==> src/rtl/word_select_pkg.sv <==
// Shared types, defaults and the saturating-increment helper for word_select_pipe.
package word_select_pkg;

    localparam int WIDTH_DEF = 32;
    localparam int CNT_W_DEF = 16;

    typedef logic [WIDTH_DEF-1:0] word_t;

    // Counter widths up to 32 bits are supported; the caller truncates the result.
    function automatic logic [31:0] sat_inc(input logic [31:0] count, input int unsigned cnt_w);
        logic [31:0] max_v;
        max_v = (cnt_w >= 32) ? 32'hFFFF_FFFF : ((32'd1 << cnt_w) - 32'd1);
        return (count >= max_v) ? count : count + 32'd1;
    endfunction

endpackage

==> src/rtl/word_select_slice.sv <==
// One valid/ready register slice; payload is loaded on accept and held while stalled.
module word_select_slice
    import word_select_pkg::*;
#(
    parameter int PW = 8
) (
    input  logic          clk,
    input  logic          rst_n,
    input  logic          i_up_valid,
    output logic          o_up_ready,
    input  logic [PW-1:0] i_up_data,
    output logic          o_down_valid,
    input  logic          i_down_ready,
    output logic [PW-1:0] o_down_data
);

    logic          r_valid;
    logic [PW-1:0] r_data;

    assign o_up_ready   = !r_valid || i_down_ready;
    assign o_down_valid = r_valid;
    assign o_down_data  = r_data;

    always_ff @(posedge clk) begin
        if (!rst_n) begin
            r_valid <= 1'b0;
            r_data  <= '0;
        end else if (i_up_valid && o_up_ready) begin
            r_valid <= 1'b1;
            r_data  <= i_up_data;
        end else if (i_down_ready) begin
            r_valid <= 1'b0;
        end
    end

endmodule

==> src/rtl/word_select_pipe.sv <==
// Two-stage pipelined word selector with range flag and saturating transfer counter.
// Optional parity output enabled by defining WSP_PARITY_EN.
module word_select_pipe
    import word_select_pkg::*;
#(
    parameter int WIDTH = 32,
    parameter int DEPTH = 32,
    parameter int SEL_W = $clog2(DEPTH),
    parameter int CNT_W = CNT_W_DEF
) (
    input  logic                        clk,
    input  logic                        rst_n,
    input  logic [DEPTH-1:0][WIDTH-1:0] data_i,
    input  logic [SEL_W-1:0]            sel_i,
    input  logic                        valid_i,
    output logic                        ready_o,
    output logic [WIDTH-1:0]            data_o,
    output logic                        sel_err_o,
    output logic                        valid_o,
    input  logic                        ready_i,
`ifdef WSP_PARITY_EN
    output logic                        parity_o,
`endif
    output logic [CNT_W-1:0]            xfer_cnt_o
);

    localparam int S1_W = DEPTH * WIDTH + SEL_W;
`ifdef WSP_PARITY_EN
    localparam int S2_W = WIDTH + 2;
`else
    localparam int S2_W = WIDTH + 1;
`endif
    localparam logic [SEL_W:0] DEPTH_V = (SEL_W + 1)'(DEPTH);

    logic [S1_W-1:0]             w_s1_in;
    logic [S1_W-1:0]             w_s1_out;
    logic                        w_s1_valid;
    logic [DEPTH-1:0][WIDTH-1:0] w_s1_data;
    logic [SEL_W-1:0]            w_s1_sel;
    logic                        w_s2_ready;
    logic [S2_W-1:0]             w_s2_in;
    logic [S2_W-1:0]             w_s2_out;
    logic [WIDTH-1:0]            w_word;
    logic                        w_err;
    logic [CNT_W-1:0]            r_cnt;
    logic [CNT_W-1:0]            w_cnt_inc;

    assign w_s1_in = {data_i, sel_i};

    word_select_slice #(.PW(S1_W)) u_stage1 (
        .clk          (clk),
        .rst_n        (rst_n),
        .i_up_valid   (valid_i),
        .o_up_ready   (ready_o),
        .i_up_data    (w_s1_in),
        .o_down_valid (w_s1_valid),
        .i_down_ready (w_s2_ready),
        .o_down_data  (w_s1_out)
    );

    assign w_s1_data = w_s1_out[S1_W-1:SEL_W];
    assign w_s1_sel  = w_s1_out[SEL_W-1:0];

    // With DEPTH a power of two the compare is constant true and w_err folds to 0.
    always_comb begin
        w_err  = !({1'b0, w_s1_sel} < DEPTH_V);
        w_word = '0;
        if (!w_err) begin
            w_word = w_s1_data[w_s1_sel];
        end
    end

`ifdef WSP_PARITY_EN
    assign w_s2_in = {w_word, w_err, ^w_word};
`else
    assign w_s2_in = {w_word, w_err};
`endif

    word_select_slice #(.PW(S2_W)) u_stage2 (
        .clk          (clk),
        .rst_n        (rst_n),
        .i_up_valid   (w_s1_valid),
        .o_up_ready   (w_s2_ready),
        .i_up_data    (w_s2_in),
        .o_down_valid (valid_o),
        .i_down_ready (ready_i),
        .o_down_data  (w_s2_out)
    );

`ifdef WSP_PARITY_EN
    assign data_o    = w_s2_out[S2_W-1:2];
    assign sel_err_o = w_s2_out[1];
    assign parity_o  = w_s2_out[0];
`else
    assign data_o    = w_s2_out[S2_W-1:1];
    assign sel_err_o = w_s2_out[0];
`endif

    assign w_cnt_inc = CNT_W'(sat_inc(32'(r_cnt), CNT_W));

    always_ff @(posedge clk) begin
        if (!rst_n) begin
            r_cnt <= '0;
        end else if (valid_o && ready_i) begin
            r_cnt <= w_cnt_inc;
        end
    end

    assign xfer_cnt_o = r_cnt;

endmodule

==> config.mk <==
export PLATFORM = sky130hd
export DESIGN_NAME = word_select_pipe
export DESIGN_NICKNAME = d
export VERILOG_FILES = /design/src/rtl/word_select_pkg.sv /design/src/rtl/word_select_slice.sv /design/src/rtl/word_select_pipe.sv
export SDC_FILE = /design/constraint.sdc
export NUM_CORES = 2
export LEC_CHECK = 0
export ABC_AREA = 0
export CORE_AREA = 2 2 421 423
export DETAILED_ROUTE_END_ITERATION = 8
export DIE_AREA = 0 0 423 425
export SYNTH_ARGS = -nofsm -noshare
export SYNTH_HDL_FRONTEND = slang
export SYNTH_SLANG_ARGS = --single-unit
export TNS_END_PERCENT = 1
==> constraint.sdc <==
create_clock -name clk -period 2.4 [get_ports clk]
set_input_delay 0.24 -clock clk [delete_from_list [all_inputs] [get_ports clk]]
set_output_delay 0.24 -clock clk [all_outputs]
set_load 0.01 [all_outputs]
Word level (Yosys, flattened, before mapping)

Index checks and enable logic that the tools add are counted.

Register bits: 1079
Input port bits: 1033
Word-level logic and storage cells: 25

Add/sub/neg operators: 1
Order comparisons: 2
Muxes and demuxes: 6
Bitwise logic cells: 1
Reduce and logical (&&, ||, !) cells: 10

Operators with widths:

| cell                  | count |
|---|---|
| $bmux 32 s5           | 1 |
| $mux 32               | 1 |
| $add 16x1->16 const B | 1 |
| $ge 16x16->1 const B  | 1 |
| $lt 5x6->1 const B    | 1 |
| $mux 1                | 4 |
| $reduce_bool 2->1     | 2 |
| $logic_and 1x1->1     | 3 |
| $logic_not 1->1       | 2 |
| $logic_or 1x1->1      | 2 |
| $reduce_and 2->1      | 1 |
| $not 1->1             | 1 |

Longest topological paths before layout

Depth in word-level cells: 5
Mapped depth: 9
Depth with buffers taken out: 6

Hierarchy

A second synthesis with hierarchy kept.

Cells, all modules: 5711
Area, all modules: 51496.9 µm²

Modules (own cells, without submodules):

| module                       | times used | cells an instance | area an instance (µm²) |
|---|---|---|---|
| word_select_slice (u_stage1) | 1          | 4465              | 40716.6 |
| word_select_pipe             | 1          | 1098              | 9385.3 |
| word_select_slice (u_stage2) | 1          | 148               | 1395.1 |

Worst setup path before layout

OpenSTA, ideal clock, no wires.

Kind: reg-to-reg
From: reg u_stage2.r_valid (netlist: u_stage2.o_down_valid)
To: reg u_stage1.r_data[328] (netlist: u_stage1.o_down_data[328])
Library setup time: 0.070 ns
Arrival time: 1.770 ns
Slack: 0.559 ns
Stages on the path, launching flop included: 9
Buffers on the path: 3
Period minus slack after synthesis: 1.841 ns
Path through: dfxtp_1 nor2b_1 nand2_1 nand2_1 buf_2 clkbuf_1 buf_1 nand2_1 a21oi_1

Cells in the longest elaborated chain, start to end: 4

RTL lines:

| element                        | RTL line                | RTL |
|---|---|---|
| from (decl)                    | word_select_slice.sv:17 | `logic r_valid;` |
| from (signal assigned)         | word_select_slice.sv:26 | `r_valid <= 1'b0;` |
| from (signal assigned)         | word_select_slice.sv:29 | `r_valid <= 1'b1;` |
| from (signal assigned)         | word_select_slice.sv:32 | `r_valid <= 1'b0;` |
| $logic_not 1->1                | word_select_slice.sv:20 | `assign o_up_ready = !r_valid \|\| i_down_ready;` |
| $logic_or 1x1->1 (2 in series) | word_select_slice.sv:20 |  |
| net ready_o                    | word_select_pipe.sv:16  | `output logic ready_o,` |
| $logic_and 1x1->1              | word_select_slice.sv:28 | `end else if (i_up_valid && o_up_ready) begin` |
| to (signal assigned)           | word_select_slice.sv:30 | `r_data <= i_up_data;` |
| to (decl)                      | word_select_slice.sv:18 | `logic [PW-1:0] r_data;` |

The timed path passes the listed nets, and every way through them passes these cells.
A chain may end at the register's enable or synchronous reset.

Worst setup path after layout

From: reg u_stage1.r_data[0] (netlist: u_stage1.o_down_data[0])
To: reg u_stage2.r_data[1] (netlist: u_stage2.o_down_data[1])

Cells in the longest elaborated chain, start to end: 2

RTL lines:

| element                       | RTL line                | RTL |
|---|---|---|
| $bmux 32 s5                   | word_select_pipe.sv:69  | `w_word = w_s1_data[w_s1_sel];` |
| $mux 32 (implied by the code) | word_select_pipe.sv:69  |  |
| to (signal assigned)          | word_select_slice.sv:30 |  |
| to (decl)                     | word_select_slice.sv:18 |  |

Every way passes these cells. The select of a mux whose other input is x is not followed.

==> metrics.cfg <==
[outcome]
status=finished with violations
violations=setup timing

[floorplanning]
core_mm2=0.175
die_h_um=425
chipWidth_um=423
start_util_pct=25.9
rows=154
io_pins=1084
dieArea_mm2=0.180

[setup_path]
cpMostUsedCell=buf_4
cp-startpoint=u_stage1.o_down_data[0]
slowest_delay_ns=0.52
path_cells=buf_4, clkbuf_16, buf_4, clkbuf_16, mux2i_1, a22oi_1, buf_4, a21oi_1, buf_4, or4_1, a21oi_2
slowest_stage=or4_1
critical_path.top_delay_family=buffers and inverters
crit_arrival_ns=3.18
critPathLaunchType=register
r2r_end=u_stage2.o_down_data[1]
cp-end-kind=register
ff2ff_setup_slack_ns=-0.09
worstPathRequired_ns=3.09
worstSetupPathType=register to register
crit-reg2reg-launch=u_stage1.o_down_data[0]
cp.buffers_inverters=6
critPathMaxFanout=12
reg2reg_depth=11

[logic_synthesis]
yosysMostFrequentCell=nand2_1
synth-seq-cells=1079
synth_top_area_share_pct=47.5
yosysWarnings=0
ys_types=39
synth_commonest_cells=2066 x nand2_1, 1190 x a21oi_1, 1079 x dfxtp_1
syn-instance-count=5730
synth_top_area_cell=dfxtp_1
ys_async_sr_fraction_pct=0
synthesis.area_mm2=0.0454
synth-seq-area-share_pct=47.5
syn_nets=6764
synth_area_leaders=dfxtp_1 48%, nand2_1 17%, a21oi_1 13%
synth_enable_flop_cells=0
syn_avg_cell_area_um2=7.93
synth_flop_cell=dfxtp_1

[sta]
fin_crit_ns=2.49
slew_violations=0
hold-worst-slack_ns=0.0655
clock.fmax_mhz=401
fin_skew_ns=0.0236
period_share_pct=104
tightest_slew_ns=0.618
maxSlewHeadroom_pct=58.7
rsz0062_at_grt=yes
hold_viol=0
finalSetupViolCount=15
setup_ws_ns=-0.0928

[cts]
h-tree-depth=3
cts_sinks=1079
cts_tree=done
cts_root_buf=clkbuf_16
cts_buffer_depth=3
clk_latency_ns=0.76
clk_pin_slew_ns=0.06
cts_buffers=118

[placement]
portBuffers=1082
dp_hpwl_mm=184
gp_congestion=0.911
place_inst=9049
place_ws_ns=-0.512

[layout]
syn_to_final_growth_pct=52.5
final_cells=9601
drive_above_1_share_pct=10.7
layout.nets=8180

[hold_path]
hold_path.startpoint=data_i[34]
hold_depth=3
hold_class=input port to register
min_to=u_stage1.o_down_data[39]

[global_routing]
grt-ovfl-total=0
grt.total_usage_pct=24.4
antenna_found_initial=30
grt_pass1_wl_mm=319
grt_pass1_vias=45700
grt_max_degree=127

[drt]
dr.pass1.iters=6
vias=46200
wl_per_cell_um=24.3
totalWireLength_mm=234
antenna_left=0
drt_iter0_drc=3354
post_drt_via_cell_ratio=4.81
post-route-drc-count=0

[job]
cap_violations=0

[power_and_ir_drop]
power_leakage_nw=25.7
p_per_area_mw_per_mm2=679
peakVddDrop_mv=0.575

per-stage QoR:
step	utilization, %	area [um^2]	total power [mW]	TNS [ns]
after floorplan	-	45400	22.8	0
after global placement	34.9	61100	27.6	-7.74
after detailed placement	34.9	61100	27.6	-7.49
after CTS	39.1	68600	47.3	-1.34
after global routing	39.5	69300	48.7	-2.32
final	39.5	69300	47.1	-0.484
per-layer routing:
layer / global-route usage, % / routed length [um] / up-vias / share of wire (%)
met5: 0 / 47 / - / 0.020
met4: 11.1 / 10600 / 8 / 4.6
met3: 3.40 / 10800 / 357 / 4.6
met2: 42.7 / 115000 / 1442 / 49
met1: 29.6 / 97000 / 22200 / 42
li1: - / - / 22200 / -
worst min-delay path, delay by kind of cell:
| kind | cells | cell delay [ns] |
|---|---|---|
| compound gates | 1 | 0.06 |
| buf+inv | 1 | 0.40 |
| simple gates | 1 | 0.07 |
cells in the final DEF, fill, tap and decap left out, types with 4 or more instances in the layout:
master           Yosys  layout
nand2_1           2066    2064
a21oi_1           1190    1131
clkdlybuf4s50_1      0    1078
dfxtp_1           1079    1076
mux2i_1            513     508
buf_4               31     301
dlygate4sd3_1        0     285
a22oi_1            256     170
clkbuf_16            0     126
buf_12               0      93
a22oi_2              0      86
a21oi_2              0      48
o21ai_0             33      33
or4_1               32      28
clkbuf_1           335      26
clkbuf_8             0      25
clkinv_2             0      22
nor2_1              19      18
diode_2              0      16
a21oi_4              0      11
xnor2_1             11      11
bufinv_16            0      10
buf_6               22       7
nand3_1              6       6
buf_16               0       6
mux2i_2              0       5
a211oi_1             5       5
or4_4                0       4
clkinvlp_4           0       4
inv_6                0       4
dlygate4sd2_1        0       4
final cells by class:
cell class,instances,area [um^2]
sequential,1079,21600
tap,2340,2930
timing repair buffer,1780,18200
clock buffer,171,3440
inverter,4,22.5
clock inverter,48,603
multi-input combinational,4163,22400
fill,17800,106000
antenna,16,40.0
timing repair:
item / 4_1_cts / 5_1_grt
pin swaps: 17 / 23
resized for setup: 112 / 73
buffers inserted: 0 / 26
cloned: 0 / 6
setup endpoints to repair: 39 / 33
endpoints found under the hold margin: 285 / 0
hold buffers: 285 / 0
sequential cells by signal (all words and copies together), names as in the netlist:
name / flops
u_stage2.o_down_valid: 1
u_stage2.o_down_data: 32
u_stage1.o_down_valid: 1
xfer_cnt_o: 16
u_stage1.o_down_data: 1029
logic make-up after synthesis:
group | Yosys count | synth area share, %
and+or+nand+nor | 2145 | 18.1
AOI/OAI and AO/OA | 1489 | 17.9
DFF | 1079 | 47.5
muxes | 513 | 11.3
buffers and inverters | 488 | 4.86
xor gates and xnor gates | 14 | 0.270
adders and majority gates | 1 | 0.0275
other | 1 | 0.00825
worst max-delay path by stage:
stage / end / depth (start not counted) / slack, ns
6_report: u_stage2.o_down_data[1] / 11 / -0.09
2_1_floorplan: u_stage1.o_down_data[328] / 8 / 0.56
3_5_place_dp: u_stage2.o_down_data[18] / 7 / -0.51
4_1_cts: u_stage2.o_down_data[12] / 8 / -0.17
3_3_place_gp: u_stage2.o_down_data[18] / 7 / -0.56
5_1_grt: u_stage2.o_down_data[15] / 9 / -0.13
where the power goes:
| group | leakage, nW | internal, mW | switching, mW |
|---|---|---|---|
| sequential | 8.90 | 18.9 | 0.648 |
| clock | 1.99 | 11.1 | 8.07 |
| combinational | 14.8 | 4.05 | 4.30 |
No activity file was read; power rests on OpenSTA's default activity.
